===== config.mk =====
export PLATFORM = sky130hd
export DESIGN_NAME = awgn_channel
export DESIGN_NICKNAME = d
export VERILOG_FILES = /design/src/rtl/awgn_pkg.sv /design/src/rtl/awgn_lfsr.sv /design/src/rtl/awgn_channel.sv
export SDC_FILE = /design/constraint.sdc
export NUM_CORES = 1
export LEC_CHECK = 0
export ABC_AREA = 1
export BUFFER_PORTS_ARGS = -buffer_cell sky130_fd_sc_hd__clkbuf_2
export CORE_MARGIN = 10
export CORE_UTILIZATION = 35
export CTS_CLUSTER_SIZE = 40
export DETAILED_ROUTE_END_ITERATION = 10
export SLEW_MARGIN = 20
export SYNTH_ARGS = -nofsm -noshare
export SYNTH_HDL_FRONTEND = slang
export SYNTH_SLANG_ARGS = --single-unit

===== constraint.sdc =====
create_clock -name clk -period 6.95 [get_ports clk]
set_input_delay 0 -clock clk [delete_from_list [all_inputs] [get_ports clk]]
set_output_delay 0 -clock clk [all_outputs]
set_load 0.05 [all_outputs]

===== src/rtl/awgn_pkg.sv =====
// awgn_pkg
//   Shared constants and types for the AWGN channel model:
//   - LFSR tap mask for x^32 + x^22 + x^2 + x + 1 (Galois, right-shifting)
//   - offset that centres the four-byte sum around zero
//   - SNR gain table, one entry per 10 dB step (40 dB down to -30 dB)
//   - widths of the noise term and its factors
package awgn_pkg;

  localparam int LFSR_W     = 32;
  localparam int GAIN_W     = 12;
  localparam int NOISE_W    = 23;
  localparam int G_W        = 11;
  localparam int SUM_OFFSET = 510;

  localparam logic [LFSR_W-1:0] LFSR_TAPS = 32'h8020_0003;

  // Entry i is round(10^(i/2)): amplitude gain for a 10 dB SNR step.
  localparam logic [7:0][GAIN_W-1:0] GAIN = {
    12'd3162, 12'd1000, 12'd316, 12'd100,
    12'd32,   12'd10,   12'd3,   12'd1
  };

  // Operands of the noise multiply, registered together in stage 1.
  typedef struct packed {
    logic [G_W-1:0]    g;     // two's complement, -510..+510
    logic [GAIN_W-1:0] gain;  // unsigned
  } noise_term_t;

  function automatic logic [GAIN_W-1:0] gain_lookup(input logic [2:0] idx);
    return GAIN[idx];
  endfunction

endpackage


===== src/rtl/awgn_lfsr.sv =====
// awgn_lfsr
//   32-bit Galois LFSR used as the uniform source for the noise generator.
//   Ports:
//     clk, reset   clock and synchronous active-high reset (state := SEED)
//     advance      step the register once this cycle
//     load         replace the state with load_value (wins over advance)
//     load_value   new state; zero is replaced by 1 to avoid the lock-up state
//     state        current state
module awgn_lfsr
  import awgn_pkg::*;
#(
  parameter logic [LFSR_W-1:0] SEED = 32'h0000_0001
) (
  input  logic              clk,
  input  logic              reset,
  input  logic              advance,
  input  logic              load,
  input  logic [LFSR_W-1:0] load_value,
  output logic [LFSR_W-1:0] state
);

  // An all-zero state would never leave zero, so guard the reset value too.
  localparam logic [LFSR_W-1:0] RESET_STATE = (SEED == '0) ? 32'h1 : SEED;

  logic [LFSR_W-1:0] r_state;
  logic [LFSR_W-1:0] w_step;
  logic [LFSR_W-1:0] w_load_value;

  assign w_step       = {1'b0, r_state[LFSR_W-1:1]} ^ (r_state[0] ? LFSR_TAPS : '0);
  assign w_load_value = (load_value == '0) ? 32'h1 : load_value;

  always_ff @(posedge clk) begin
    if (reset) begin
      r_state <= RESET_STATE;
    end else if (load) begin
      r_state <= w_load_value;
    end else if (advance) begin
      r_state <= w_step;
    end
  end

  assign state = r_state;

endmodule


===== src/rtl/awgn_channel.sv =====
// awgn_channel
//   Adds approximately Gaussian noise to a stream of signed samples at a
//   per-sample SNR level, saturating the result. Three-stage pipeline with a
//   single global stall driven by the output handshake.
//   Ports:
//     clk, reset              clock, synchronous active-high reset
//     in_valid / in_ready     input handshake; in_ready is the pipeline enable
//     y, level                clean sample and SNR index captured on accept
//     seed_load, seed         reload the noise LFSR (zero seed becomes 1)
//     out_valid / out_ready   output handshake
//     y_hat                   saturated y + noise
//     noise_debug             sign-extended noise that was added
//     level_err               sticky flag: an out-of-range level was accepted
module awgn_channel
  import awgn_pkg::*;
#(
  parameter int                DATA_W     = 32,
  parameter int                NUM_LEVELS = 6,
  parameter logic [LFSR_W-1:0] SEED       = 32'h0000_0001
) (
  input  logic              clk,
  input  logic              reset,
  input  logic              in_valid,
  output logic              in_ready,
  input  logic [DATA_W-1:0] y,
  input  logic [2:0]        level,
  input  logic              seed_load,
  input  logic [31:0]       seed,
  output logic              out_valid,
  input  logic              out_ready,
  output logic [DATA_W-1:0] y_hat,
  output logic [DATA_W-1:0] noise_debug,
  output logic              level_err
);

  localparam logic [3:0] NUM_LEVELS_U = 4'(NUM_LEVELS);

  // ---------------------------------------------------------------- handshake
  logic w_en;
  logic w_accept;

  logic r_s3_valid;

  assign w_en     = !r_s3_valid || out_ready;
  assign w_accept = in_valid && w_en;
  assign in_ready = w_en;

  // ---------------------------------------------------------- uniform source
  logic [LFSR_W-1:0] w_state;

  awgn_lfsr #(
    .SEED(SEED)
  ) u_lfsr (
    .clk        (clk),
    .reset      (reset),
    .advance    (w_accept),
    .load       (seed_load),
    .load_value (seed),
    .state      (w_state)
  );

  // Sum of four uniform bytes: a cheap bell-shaped approximation.
  logic [9:0] w_byte [4];

  genvar gi;
  generate
    for (gi = 0; gi < 4; gi++) begin : g_bytes
      assign w_byte[gi] = {2'b00, w_state[8*gi +: 8]};
    end
  endgenerate

  logic [9:0]           w_byte_sum;
  logic signed [G_W-1:0] w_g;

  assign w_byte_sum = w_byte[0] + w_byte[1] + w_byte[2] + w_byte[3];
  assign w_g        = $signed({1'b0, w_byte_sum}) - $signed(G_W'(SUM_OFFSET));

  // Out-of-range levels fall back to the smallest gain.
  logic              w_level_ok;
  logic [GAIN_W-1:0] w_gain;

  assign w_level_ok = ({1'b0, level} < NUM_LEVELS_U);
  assign w_gain     = w_level_ok ? gain_lookup(level) : gain_lookup(3'd0);

  // ------------------------------------------------------------------ stage 1
  logic              r_s1_valid;
  logic [DATA_W-1:0] r_s1_y;
  noise_term_t       r_s1_term;
  logic              r_level_err;

  always_ff @(posedge clk) begin
    if (reset) begin
      r_s1_valid <= 1'b0;
      r_s1_y     <= '0;
      r_s1_term  <= '0;
    end else if (w_en) begin
      r_s1_valid     <= w_accept;
      r_s1_y         <= y;
      r_s1_term.g    <= w_g;
      r_s1_term.gain <= w_gain;
    end
  end

  always_ff @(posedge clk) begin
    if (reset) begin
      r_level_err <= 1'b0;
    end else if (w_accept && !w_level_ok) begin
      r_level_err <= 1'b1;
    end
  end

  // ------------------------------------------------------------------ stage 2
  // |g * gain| <= 510 * 3162 < 2^22, so a NOISE_W-bit product is exact.
  logic signed [NOISE_W-1:0] w_g_ext;
  logic signed [NOISE_W-1:0] w_gain_ext;
  logic signed [NOISE_W-1:0] w_product;

  assign w_g_ext    = {{(NOISE_W-G_W){r_s1_term.g[G_W-1]}}, r_s1_term.g};
  assign w_gain_ext = {{(NOISE_W-GAIN_W){1'b0}}, r_s1_term.gain};
  assign w_product  = w_g_ext * w_gain_ext;

  logic                r_s2_valid;
  logic [DATA_W-1:0]   r_s2_y;
  logic [NOISE_W-1:0]  r_s2_noise;

  always_ff @(posedge clk) begin
    if (reset) begin
      r_s2_valid <= 1'b0;
      r_s2_y     <= '0;
      r_s2_noise <= '0;
    end else if (w_en) begin
      r_s2_valid <= r_s1_valid;
      r_s2_y     <= r_s1_y;
      r_s2_noise <= w_product;
    end
  end

  // ------------------------------------------------------------------ stage 3
  logic [DATA_W-1:0] w_noise_ext;
  logic [DATA_W:0]   w_sum;
  logic [DATA_W-1:0] w_sat;

  assign w_noise_ext = {{(DATA_W-NOISE_W){r_s2_noise[NOISE_W-1]}}, r_s2_noise};
  // One guard bit: the top two bits disagree exactly when the sum overflowed.
  assign w_sum = {r_s2_y[DATA_W-1], r_s2_y} + {w_noise_ext[DATA_W-1], w_noise_ext};

  always_comb begin
    w_sat = w_sum[DATA_W-1:0];
    if (w_sum[DATA_W] != w_sum[DATA_W-1]) begin
      w_sat = w_sum[DATA_W] ? {1'b1, {(DATA_W-1){1'b0}}}
                            : {1'b0, {(DATA_W-1){1'b1}}};
    end
  end

  logic [DATA_W-1:0] r_y_hat;
  logic [DATA_W-1:0] r_noise_debug;

  always_ff @(posedge clk) begin
    if (reset) begin
      r_s3_valid    <= 1'b0;
      r_y_hat       <= '0;
      r_noise_debug <= '0;
    end else if (w_en) begin
      r_s3_valid    <= r_s2_valid;
      r_y_hat       <= w_sat;
      r_noise_debug <= w_noise_ext;
    end
  end

  assign out_valid   = r_s3_valid;
  assign y_hat       = r_y_hat;
  assign noise_debug = r_noise_debug;
  assign level_err   = r_level_err;

endmodule


# After elaboration in Yosys (flattened, before gate mapping)
# Memories as Yosys holds them, arrays and structs flattened.
# Index checks and enable logic that the tools add are counted.
# Widths: inputs -> output; s select.
[op_classes]
addsub = 5
n_mul = 1
order_cmp = 2
eq_ne = 1
n_mux = 8
n_bitwise = 1
reduce_logical = 7
[op_table]
columns = ["op", "count"]
rows = [
  ["$mux 32", 6],
  ["$add 32x23->33", 1],
  ["$logic_not 32->1", 1],
  ["$xor 31x32->32", 1],
  ["$mux 12", 2],
  ["$mul 11x13->23", 1],
  ["$sub 10x9->11 const B", 1],
  ["$add 10x8->10", 1],
  ["$add 9x8->10", 1],
  ["$add 8x8->9", 1],
  ["$lt 3x4->1 const B", 1],
  ["$lt 3x3->1 const B", 1],
  ["$logic_and 1x1->1", 2],
  ["$logic_not 1->1", 2],
  ["$reduce_bool 2->1", 1],
  ["$logic_or 1x1->1", 1],
  ["$ne 1x1->1", 1],
]
[word_totals]
regBits = 201
rom_bits = 96
input_bits = 72
mem_count = 1
[mem_list]
columns = ["memory", "words", "width", "read_ports", "rd_clocked_by_memory_dff", "write_ports", "line", "rtl"]
rows = [
  ["(no name shown)", 8, 12, 1, 0, 0, "awgn_pkg.sv:30", "return GAIN[idx];"],
]

# Logic depth before layout (Yosys ltp)
[logic_depth]
depth_word = 5
mapped_depth = 25

# Cells and area by module
# From an unflattened synthesis, not the netlist that was laid out.
[hier_totals]
cells_unflattened = 2042
area_unflattened_um2 = 14965.6
[by_module_without_submodules]
columns = ["mod", "instances", "cells_per_inst", "area_per_inst_um2", "seq_area_each_um2"]
rows = [
  ["awgn_channel", 1, 1823, 13390.3, 3343.2],
  ["awgn_lfsr", 1, 219, 1575.3, 640.6],
]

# Least setup slack after synthesis
# Ideal clock, no wire load.
[synth_timing]
kind = "register -> register"
from = "register r_s1_term[22] (netlist bit)"
to = "register r_s2_noise[22]"
setup_ns = 0.114
arrival_ns = 4.729
t_required_ns = 6.836
path_slack_ns = 2.108
path_stages_with_launch = 22
n_path_buf = 1
synth_period_minus_slack_ns = 4.842
cell_sequence = "dfxtp_1 > inv_1 > clkbuf_1 > nor2_1 > fa_1 > fa_1 > fa_1 > fa_1 > inv_1 > fa_1 > inv_1 > ha_1 > a21oi_1 > o21ai_0 > a21oi_1 > nand2_1 > nand2_1 > nand3b_1 > nand2_1 > nand2_1 > o21bai_1 > inv_1"
[synth_via]
elab_chain_cells = 1
[synth_rtl]
columns = ["element", "line", "rtl"]
rows = [
  ["start, declared", "awgn_channel.sv:88", "noise_term_t r_s1_term;"],
  ["$mul 11x13->23", "awgn_channel.sv:120", "assign w_product = w_g_ext * w_gain_ext;"],
  ["end signal, assigned", "awgn_channel.sv:134", "r_s2_noise <= w_product;"],
  ["end, declared", "awgn_channel.sv:124", "logic [NOISE_W-1:0] r_s2_noise;"],
]
# No other way between the ends.
# A chain may end at the register's enable or synchronous reset.

# Worst setup path in the final report
[layout_timing]
from = "register r_s1_term[3] (netlist bit)"
to = "register r_s2_noise[22]"
# Same word-level chain as after synthesis.

==> flow_summary.json <==
{
  "status": "completed",
  "clockRootBuffer": "clkbuf_16",
  "hold_class": "in -> reg",
  "cp.required_ns": 7.31,
  "syn_area_um2": 14720,
  "ys.flop_type": "dfxtp_1",
  "fin_skew_ns": 0.01257,
  "worst_pin_slew_ns": 0.9798,
  "fin_ws_ns": 1.698,
  "overflow": 0,
  "htreeDepth": 4,
  "synth.distinct_cells": 39,
  "power.density_nw_per_um2": 257.7,
  "yosysSeqAreaShare_pct": 27.07,
  "clockPowerShare_pct": 25.3,
  "max_stage_delay_ns": 0.63,
  "dr.pass1.iters": 6,
  "clkSinkCount": 199,
  "max-cap-violations": 0,
  "vias_per_cell": 4.856,
  "r2r_slack_ns": 1.70,
  "worst-setup-path-type": "reg -> reg",
  "ant_nets": 0,
  "routed_wirelength_mm": 40.94,
  "p_int_uw": 2570,
  "max-vdd-ir-drop_uv": 173.0,
  "slew_headroom_pct": 34.53,
  "clkTransAtPathRegs_ns": 0.08,
  "io_pins": 139,
  "postCtsSetupBuffers": 0,
  "post-place-ws_ns": 1.719,
  "path_common_cell": "fa_1",
  "dieArea_um2": 50650,
  "synthesis.instances": 1988,
  "gp_congestion": 0.8705,
  "drive_gt1_share_pct": 10.23,
  "synth_edf_count": 0,
  "die_w_um": 225.0,
  "syn_nets": 2282,
  "dieHeight_um": 225.0,
  "dr.first_iter.drc_count": 805,
  "layout_commonest_cell": "nand2_1",
  "cp-endpoint": "r_s2_noise[22]",
  "rsz0062_at_grt": "false",
  "coreArea_um2": 41760,
  "p_seq_share_pct": 34.8,
  "rows": 75,
  "end_kind": "register",
  "fin_crit_sh_pct": 75.56,
  "netSwitchingFraction_pct": 41.38,
  "cts_tree": "built",
  "vias": 12980,
  "cts_resized": 0,
  "p_leak_uw": 0.009142,
  "path_max_fanout": 12,
  "cp_num_cells": 19,
  "crit_arrival_ns": 5.61,
  "cp_cell_sequence": "nor2_1, fa_1, fa_1, fa_1, fa_1, inv_1, fa_1, inv_1, ha_1, a21oi_1, o21ai_0, a21oi_1, nand2_1, nand2_1, nand3b_1, nand2_1, nand2_1, o21bai_1, inv_1",
  "post_drt_wl_per_cell_um": 15.32,
  "min_period_ns": 5.252,
  "cts_buffers": 17,
  "grt_max_degree": 102,
  "slew_viol_final": 0,
  "track_usage_pct": 16.25,
  "synth.yosys.warnings": 0,
  "avgSynthCellArea_um2": 7.402,
  "critPathLaunchType": "register",
  "drc": 0,
  "antenna_found_initial": 2,
  "critical_path_buf_inv_count": 3,
  "start_util_pct": 35.24,
  "grt_pass1_vias": 12740,
  "area_growth_pct": 15.63,
  "switchingPower_uw": 1814,
  "crit_family": "adder cells",
  "cp_slowest_cell": "dfxtp_1",
  "clk_path_buf_depth": 2,
  "fin_tns_setup_ns": 0,
  "rr_worst_depth": 19,
  "portBuffers": 138,
  "fmax_mhz": 190.4,
  "hold_viol_final": 0,
  "final_cell_mix": "nand2_1, inv_1, nor2_1, dfxtp_1, o21ai_0",
  "r2r_end": "r_s2_noise[22]",
  "final_nets": 2413,
  "ys_ff_latch": 199,
  "async_flop_share_pct": 0,
  "startpoint": "r_s1_term[3]",
  "timing.rr.start": "r_s1_term[3]",
  "comb_power_share_pct": 40.0,
  "setup_violations": 0,
  "clock_latency_ns": 0.46,
  "place_hpwl_mm": 31.15,
  "grt_pass1_wl_mm": 66.93
}
==> power groups by stage <==
stage	clock network (uW)	logic [uW]	registers, uW
3_5_place_dp	0	1730	1550
4_1_cts	1130	1770	1520
6_report	1110	1750	1520
3_3_place_gp	0	1710	1540
2_1_floorplan	0	1180	1640
5_1_grt	1180	1990	1550
==> Yosys cell counts (all sizes together) (26+ instances only) <==
library cell,instances,share of area [%]
dfxtp,199,27
nand2,351,9.2
nand3,42,1.5
o21bai,26,1.3
inv,308,7.9
fa,107,15
xor2,27,1.6
a21oi,116,4.4
o21ai,178,6.1
nor2,286,7.3
nor3,32,1.1
ha,115,9.8
clkbuf,77,2.0
==> tightest hold or removal path, delay by kind of cell <==
family,cells,cell delay (ns)
AOI/OAI and AO/OA,1,0.17
and+or+nand+nor,1,0.04
buffers and inverters,2,0.30
==> timing repair <==
action                                 in CTS  in global routing
hold buffers                               69                  0
endpoints found under the hold margin      69                  0
setup endpoints to repair                   0                  0
==> layout make-up <==
| cell class | instances | area, um^2 |
|---|---|---|
| diodes | 2 | 5.005 |
| repair buffers | 213 | 1426 |
| clock inverters | 14 | 221.5 |
| clock buffers | 17 | 425.4 |
| fillers | 4226 | 24740 |
| flip-flops and latches | 199 | 3984 |
| multi-input cells | 1380 | 9117 |
| inverters | 308 | 1161 |
| well taps | 539 | 674.4 |
==> metrics by stage <==
stage               area [um^2]  instances  total power, uW  hold slack (ns)  util, %
floorplan                 14720       1988             2821          0.08982        -
global placement          15670       2570             3258           0.2527    37.53
detailed placement        15670       2570             3279           0.2574    37.53
CTS                       17010       2670             4431          0.09794    40.73
global route              17010       2671             4719           0.1654    40.74
finish                    17020       2672             4384           0.1088    40.75
==> layer usage <==
| layer | global-route usage [%] | share of wire (%) | up-vias |
|---|---|---|---|
| met3 | 3.930 | 5.6 | 37 |
| met5 | 0 | 0 | - |
| met2 | 26.90 | 46 | 288 |
| met4 | 3.926 | 1.7 | 0 |
| li1 | - | - | 6569 |
| met1 | 20.87 | 46 | 6081 |
==> sequential cells by signal, summed over array words and instances (netlist names) <==
signal and cells:
level_err 1, noise_debug 23, out_valid 1, r_s1_term 21
r_s1_valid 1, r_s1_y 32, r_s2_noise 23, r_s2_valid 1
r_s2_y 32, u_lfsr.state 32, y_hat 32
==> logic make-up (layout without fill, tap and decap cells) <==
kind of cell	after synthesis	in the layout	synth area share [%]
other	0	2	0
and+or+nand+nor	747	747	20.68
AOI/OAI and AO/OA	372	372	14.57
adders and majority gates	222	222	24.33
DFF	199	199	27.07
buffers and inverters	409	552	11.02
xor gates and xnor gates	39	39	2.321
==> worst min-delay path by stage <==
| stage | to | start | cells after the start |
|---|---|---|---|
| after floorplan | u_lfsr.state[3] | reset | 1 |
| after global placement | r_s1_y[1] | y[1] | 3 |
| after detailed placement | r_s1_y[0] | y[0] | 3 |
| after CTS | r_s1_valid | in_valid | 4 |
| after global routing | r_s1_valid | in_valid | 4 |
| final | r_s1_valid | in_valid | 4 |
Note: power is estimated with default switching activity, not from simulation.
